===== src/rtl/seq_multi_adder.sv =====
// Time-multiplexed multi-operand adder: sums NUM_OPS operands, one per cycle, behind
// valid/ready handshakes, with signed/unsigned, wrap/saturate and accumulate modes.
module seq_multi_adder #(
  parameter int unsigned WIDTH   = 8,
  parameter int unsigned NUM_OPS = 4
) (
  input  logic                     clk,
  input  logic                     rst_n,
  input  logic                     IN_valid,
  output logic                     OUT_ready,
  input  logic [NUM_OPS*WIDTH-1:0] IN_ops,
  input  logic                     IN_signed,
  input  logic                     IN_sat,
  input  logic                     IN_acc,
  output logic                     OUT_valid,
  input  logic                     IN_ready,
  output logic [WIDTH-1:0]         OUT_sum,
  output logic                     OUT_ovf
);

  localparam int unsigned AccW = WIDTH + $clog2(NUM_OPS + 1) + 1;
  localparam int unsigned ExtW = AccW - WIDTH;
  localparam int unsigned CntW = (NUM_OPS > 1) ? $clog2(NUM_OPS) : 1;
  localparam logic [CntW-1:0] CntLast = CntW'(NUM_OPS - 1);

  localparam logic signed [AccW-1:0] UMax = {{ExtW{1'b0}}, {WIDTH{1'b1}}};
  localparam logic signed [AccW-1:0] SMax = {{(ExtW + 1){1'b0}}, {(WIDTH - 1){1'b1}}};
  localparam logic signed [AccW-1:0] SMin = {{(ExtW + 1){1'b1}}, {(WIDTH - 1){1'b0}}};

  typedef enum logic [1:0] {StIdle, StSum, StDone} state_e;

  state_e                     state_q, state_d;
  logic                       ready_q, ready_d;
  logic [CntW-1:0]            cnt_q, cnt_d;
  logic [NUM_OPS*WIDTH-1:0]   ops_q, ops_d;
  logic                       signed_q, signed_d;
  logic                       sat_q, sat_d;
  logic signed [AccW-1:0]     acc_q, acc_d;
  logic [WIDTH-1:0]           sum_q, sum_d;
  logic                       ovf_q, ovf_d;
  logic [WIDTH-1:0]           last_q, last_d;

  logic [WIDTH-1:0]           op_sel;
  logic signed [AccW-1:0]     acc_next;
  logic                       above_hi;
  logic                       below_lo;
  logic [WIDTH-1:0]           sat_val;

  function automatic logic signed [AccW-1:0] ext(input logic [WIDTH-1:0] v, input logic sgn);
    ext = sgn ? {{ExtW{v[WIDTH-1]}}, v} : {{ExtW{1'b0}}, v};
  endfunction

  // Operand mux, written with constant part-selects.
  always_comb begin
    op_sel = '0;
    for (int unsigned i = 0; i < NUM_OPS; i++) begin
      if (cnt_q == CntW'(i)) op_sel = ops_q[i*WIDTH +: WIDTH];
    end
  end

  // The accumulator is wide enough that range checks on it are exact.
  always_comb begin
    acc_next = acc_q + ext(op_sel, signed_q);
    above_hi = signed_q ? (acc_next > SMax) : (acc_next > UMax);
    below_lo = signed_q ? (acc_next < SMin) : acc_next[AccW-1];
    if (above_hi) begin
      sat_val = signed_q ? {1'b0, {(WIDTH - 1){1'b1}}} : {WIDTH{1'b1}};
    end else if (below_lo) begin
      sat_val = signed_q ? {1'b1, {(WIDTH - 1){1'b0}}} : '0;
    end else begin
      sat_val = acc_next[WIDTH-1:0];
    end
  end

  always_comb begin
    state_d  = state_q;
    cnt_d    = cnt_q;
    ops_d    = ops_q;
    signed_d = signed_q;
    sat_d    = sat_q;
    acc_d    = acc_q;
    sum_d    = sum_q;
    ovf_d    = ovf_q;
    last_d   = last_q;
    unique case (state_q)
      StIdle: begin
        if (IN_valid && ready_q) begin
          ops_d    = IN_ops;
          signed_d = IN_signed;
          sat_d    = IN_sat;
          acc_d    = IN_acc ? ext(last_q, IN_signed) : '0;
          cnt_d    = '0;
          state_d  = StSum;
        end
      end
      StSum: begin
        acc_d = acc_next;
        if (cnt_q == CntLast) begin
          cnt_d   = '0;
          ovf_d   = above_hi | below_lo;
          sum_d   = sat_q ? sat_val : acc_next[WIDTH-1:0];
          state_d = StDone;
        end else begin
          cnt_d = cnt_q + 1'b1;
        end
      end
      StDone: begin
        if (IN_ready) begin
          last_d  = sum_q;
          state_d = StIdle;
        end
      end
      default: state_d = StIdle;
    endcase
    // Registered so ready stays low during reset and for the cycle of the result handshake.
    ready_d = (state_d == StIdle);
  end

  always_ff @(posedge clk or negedge rst_n) begin
    if (!rst_n) begin
      state_q  <= StIdle;
      ready_q  <= 1'b0;
      cnt_q    <= '0;
      ops_q    <= '0;
      signed_q <= 1'b0;
      sat_q    <= 1'b0;
      acc_q    <= '0;
      sum_q    <= '0;
      ovf_q    <= 1'b0;
      last_q   <= '0;
    end else begin
      state_q  <= state_d;
      ready_q  <= ready_d;
      cnt_q    <= cnt_d;
      ops_q    <= ops_d;
      signed_q <= signed_d;
      sat_q    <= sat_d;
      acc_q    <= acc_d;
      sum_q    <= sum_d;
      ovf_q    <= ovf_d;
      last_q   <= last_d;
    end
  end

  assign OUT_ready = ready_q;
  assign OUT_valid = (state_q == StDone);
  assign OUT_sum   = sum_q;
  assign OUT_ovf   = ovf_q;

endmodule


===== config.mk =====
export PLATFORM = sky130hd
export DESIGN_NAME = seq_multi_adder
export DESIGN_NICKNAME = d
export VERILOG_FILES = /design/src/rtl/seq_multi_adder.sv
export SDC_FILE = /design/constraint.sdc
export NUM_CORES = 1
export LEC_CHECK = 0
export BUFFER_PORTS_ARGS = -buffer_cell sky130_fd_sc_hd__buf_2
export CELL_PAD_IN_SITES_DETAIL_PLACEMENT = 1
export CELL_PAD_IN_SITES_GLOBAL_PLACEMENT = 2
export CORE_MARGIN = 10
export CORE_UTILIZATION = 38
export DETAILED_ROUTE_END_ITERATION = 12
export PLACE_DENSITY_LB_ADDON = 0.1
export SYNTH_ARGS = -nofsm -noshare
export SYNTH_HDL_FRONTEND = slang
export SYNTH_SLANG_ARGS = --single-unit

===== constraint.sdc =====
create_clock -name clk -period 9.8 [get_ports clk]
set_input_delay 1.96 -clock clk [delete_from_list [all_inputs] [get_ports clk]]
set_output_delay 1.96 -clock clk [all_outputs]
set_load 0.1 [all_outputs]

* Yosys cells after proc, flatten, opt, wreduce, memory -nomap -nowiden
Cells that the tools add are included.
** Word-level totals
- Register bits :: 68
- Input port bits :: 39
- Output and inout bits :: 11
- Logic and storage cells :: 54
** Cells by class
- Add/subtract/negate cells :: 2
- Magnitude comparators :: 3
- Equality and inequality tests :: 6
- Multiplexer cells :: 23
- Bitwise operators :: 1
- Reductions and logical operators :: 9
** Operators by type and width (number)
- $mux 8 :: 9
- $mux 12 :: 4
- $pmux 12 s2 :: 1
- $add 12x12->12 :: 1
- $gt 12x8->1 const B :: 1
- $gt 12x9->1 const B :: 1
- $lt 12x8->1 const B :: 1
- $mux 2 :: 5
- $reduce_and 2->1 :: 4
- $eq 2x2->1 const B :: 3
- $logic_not 2->1 :: 3
- $pmux 2 s3 :: 1
- $eq 2x1->1 const B :: 2
- $pmux 2 s2 :: 1
- $add 2x1->2 const B :: 1
- $mux 1 :: 2
- $ne 2x2->1 const B :: 1
- $reduce_bool 2->1 :: 1
- $logic_and 1x1->1 :: 1
- $or 1x1->1 :: 1

* Longest topological paths before layout
- Depth after elaboration :: 12
- Gate-level depth with buffers :: 18
- Depth with buffers taken out :: 17

* Worst setup path after synthesis
Ideal clock, no wire load.
- Path type :: register to register
- From :: register cnt_q[0]
- To :: register sum_q[0], in the netlist OUT_sum[0]
- Setup time :: 0.101 ns
- Arrival time :: 3.660 ns
- Data required time :: 9.699 ns
- Slack :: 6.039 ns
- Stages on the path, launching flop included :: 18
- Path buffers :: 1
- Clock period less this slack :: 3.761 ns
- Path through :: dfrtp_1 -> ha_1 -> buf_2 -> nor2b_1 -> a22oi_1 -> nor2_1 -> a21oi_1 -> o21ai_0 -> ha_1 -> inv_1 -> fa_1 -> nor2b_1 -> o31ai_2 -> a211oi_1 -> a2111oi_4 -> xnor2_1 -> nor4_4 -> o32ai_1
** On the way
- Word-level cells in the longest chain between the ends :: 12
- Elaborated cells on any way between the ends :: 19
- Classes of those cells :: 1 x add/sub; 3 x order compare; 3 x eq/ne; 10 x mux; 2 x reduce/logical
** RTL lines
- from (decl) :: RTL line 34 : logic [CntW-1:0] cnt_q, cnt_d;
- from (signal assigned) :: RTL line 134 : cnt_q <= cnt_d;
- $logic_not 2->1 :: RTL line 57 : if (cnt_q == CntW'(i)) op_sel = ops_q[i*WIDTH +: WIDTH];
- $mux 8 (4 in a row) :: RTL line 57
- $mux 12 :: RTL line 50 : ext = sgn ? {{ExtW{v[WIDTH-1]}}, v} : {{ExtW{1'b0}}, v};
- $add 12x12->12 :: RTL line 63 : acc_next = acc_q + ext(op_sel, signed_q);
- $lt 12x8->1 :: RTL line 65 : below_lo = signed_q ? (acc_next < SMin) : acc_next[AccW-1];
- $mux 1 :: RTL line 65
- $mux 8 :: RTL line 68 : end else if (below_lo) begin
- $mux 8 :: RTL line 66 : if (above_hi) begin
- $mux 8 :: RTL line 101 : sum_d = sat_q ? sat_val : acc_next[WIDTH-1:0];
- to (signal assigned) :: RTL line 139 : sum_q <= sum_d;
- to (decl) :: RTL line 39 : logic [WIDTH-1:0] sum_q, sum_d;
Several ways; a longest one is shown, not always the timed one.
A chain may end at the register's enable or synchronous reset.

* Worst setup path after layout
- From :: register cnt_q[0]
- To :: register sum_q[2], in the netlist OUT_sum[2]
The elaborated chain is that of the path after synthesis.

==> out/qor.yml <==
layout:
  multi_input_area_um2: 1978
  antenna_cells: 0
  final-seq-area_um2: 1702
  fillCellCount: 1194
  nNetsFinal: 525
  finalNonFillerCells: 608
  stdcell_area_um2: 4387
  area_growth_pct: 15.60
  drive_gt1_share_pct: 19.58
outcome:
  status: "complete, no violations"
floorplanning:
  design.core.area_um2: 9729
  ioPinCount: 50
  std_cell_rows: 36
  die_y_um: 119.9
  die_area_um2: 14380
  die_w_um: 119.9
  floorplan.initialDensity_pct: 39.00
route:
  drc: 0
  dr.pass1.iters: 4
  wirelength_mm: 10.88
  drt_iter0_drc: 184
  drt.antenna.violating_nets: 0
  via_per_inst: 5.309
  drt-wirelength-per-cell_um: 17.90
  vias: 3228
power:
  peakVddDrop_v: 0.0001561
  intPower_w: 0.0009414
  p_per_area_nw_per_um2: 416.0
  swShare_pct: 48.41
  p_seq_share_pct: 27.6
  power_frac_clock_pct: 14.9
  p_leak_nw: 2.071
  power_switching_w: 0.0008834
  combPwrFrac_pct: 57.5
logic_synthesis:
  syn-cell-area_um2: 3795
  synth_top_area_cell: "dfrtp_1"
  ys_types: 57
  ys_seq_elements: 68
  syn-num-nets: 480
  synth_top_area_share_pct: 44.84
  yosys-top-cells-area: "dfrtp_1 45%, nand2_1 13%, ha_1 4.9%"
  synth.most_common_cell: "nand2_1"
  ys_seq_area_share_pct: 44.84
  syn_avg_cell_area_um2: 8.929
  ys_async_sr_fraction_pct: 100.0
  netlist_instances: 425
  synth_common_cells: "129 x nand2_1, 68 x dfrtp_1, 26 x nor2_1"
  synth_flop_cell: "dfrtp_1"
  synth_edf_count: 0
  ys_warn_count: 0
critical_path:
  path_delay_family: "compound AO/OA/AOI/OAI gates"
  cp.required_ns: 10.06
  end_kind: "flip-flop"
  path_buf_inv: 1
  cp.arrival_ns: 4.83
  worst_path_max_delay_cell: "xnor2_1"
  path_class: "flip-flop to flip-flop"
  slowest_delay_ns: 0.67
  cp_cell_sequence: "ha_1, nor2b_1, a22oi_1, nor2_1, a21oi_1, o21ai_0, ha_1, inv_1, fa_1, nor2b_1, o31ai_2, a21oi_1, a2111oi_4, xnor2_1, nor4_4, o32ai_1"
  critPathLaunchType: "flip-flop"
  crit_path_max_fanout: 11
clocking:
  cts_tree: "built"
  cts_resized: 0
  root_buffer: "clkbuf_8"
  ctsHoldBuffers: 0
  post-cts-setup-buffers: 0
  clk_latency_ns: 0.37
  htreeDepth: 3
  numClockSinks: 68
  cts_buffers: 9
  clockBufferDepth: 2
  path_clk_slew_ns: 0.07
timing:
  rsz0062_at_grt: "no"
  hold_viol_final: 0
  period_minus_slack_ns: 4.570
  slew_headroom_pct: 41.27
  skew_ns: 0.01300
  setup_viol: 0
  fin_hold_ws_ns: 0.4773
  tns_ns: 0
  tightestPinTransition_ns: 0.8810
  fmax_ghz: 0.2188
  drv_slew: 0
  finalCritPeriodShare_pct: 46.63
global_route:
  grt_util_all_layers_pct: 16.21
  overflow: 0
  grt_pass1_wl_mm: 18.60
  antenna_found_initial: 0
  grt_pass1_vias: 3474
  grt_max_degree: 69
placed_design:
  gp_congestion: 0.8534
  place_area_um2: 4159
  dp_cells: 592
  place_hpwl_mm: 8.030
  io_buffers: 49
worst_hold_path:
  min_path_type: "flip-flop to flip-flop"
flow_run:
  drv_cap: 0
-- per-stage QoR --
step,util (%),setup slack (ns),total power (W)
2_1_floorplan,-,6.039,0.001295
3_3_place_gp,42.75,5.431,0.001535
3_5_place_dp,42.75,5.240,0.001565
4_1_cts,45.09,5.206,0.001842
5_1_grt,45.09,4.815,0.001991
6_report,45.09,5.230,0.001825
-- sequential cells by signal, summed over array words and instances (netlist names) --
signal and cells:
sat_q 1, OUT_ready 1, OUT_ovf 1, OUT_sum 8, state_q 2, last_q 8, ops_q 32, signed_q 1
acc_q 12, cnt_q 2
-- metal layers --
layer / wire [µm] / global-route usage, %
met4: 199 / 5.882
met3: 447 / 4.829
met5: 0 / 0
met1: 5319 / 21.71
met2: 4918 / 24.21
-- cell type report --
cell class	instances	area share, %
sequential	68	38.79
clock buffer	13	3.622
clock inverter	3	1.569
inverter	10	0.8557
multi-input combinational	328	45.09
timing repair buffer	53	6.275
tap	133	3.794
-- tightest hold or removal path: cells and delay by family (launching register included) --
| family | cells | cell delay (ns) |
|---|---|---|
| and+or+nand+nor | 2 | 0.10 |
| DFF | 1 | 0.34 |
-- final timing paths --
check / to / start / depth (start not counted) / slack (ns)
hold reg to reg: ops_q[24] / ops_q[24] / 2 / 0.48
min in group asynchronous: ops_q[3] / rst_n / 2 / 1.78
max in group asynchronous: last_q[5] / rst_n / 2 / 7.43
setup / recovery: OUT_sum[2] / cnt_q[0] / 16 / 5.23
hold / removal: ops_q[24] / ops_q[24] / 2 / 0.48
setup reg to reg: OUT_sum[2] / cnt_q[0] / 16 / 5.23
-- power by group through the flow --
stage / registers [W] / clock network [W] / logic [W]
2_1_floorplan: 0.000545 / 0 / 0.000750
3_3_place_gp: 0.000508 / 0 / 0.00103
3_5_place_dp: 0.000507 / 0 / 0.00106
4_1_cts: 0.000505 / 0.000278 / 0.00106
5_1_grt: 0.000521 / 0.000291 / 0.00118
6_report: 0.000503 / 0.000272 / 0.00105
-- cells by family (layout without fill, tap and decap cells) --
group,count (synthesis),after routing,share of synthesized area (%)
simple gates,198,198,22.49
buf+inv,29,79,3.033
xor+xnor,7,7,1.813
flops,68,68,44.84
compound gates,94,94,18.17
mux,12,12,3.890
fa+ha+maj,17,17,5.770
-- cells in the final DEF (no fill, tap or decap), drive strengths merged, types with 3 or more instances in the layout --
| cell type | count |
|---|---|
| o31ai | 5 |
| a22oi | 13 |
| o32ai | 7 |
| nor3 | 4 |
| o21ai | 22 |
| xnor2 | 6 |
| inv | 9 |
| a211oi | 3 |
| or2 | 3 |
| o21a | 5 |
| nand3 | 15 |
| mux2i | 3 |
| mux2 | 9 |
| a21o | 5 |
| nor2 | 26 |
| a31oi | 4 |
| a21oi | 15 |
| dfrtp | 68 |
| nand2b | 4 |
| buf | 53 |
| nor2b | 5 |
| nor4 | 6 |
| ha | 15 |
| nand2 | 129 |
| clkbuf | 13 |
| o211ai | 4 |
Power figures use the tool's default switching activity.
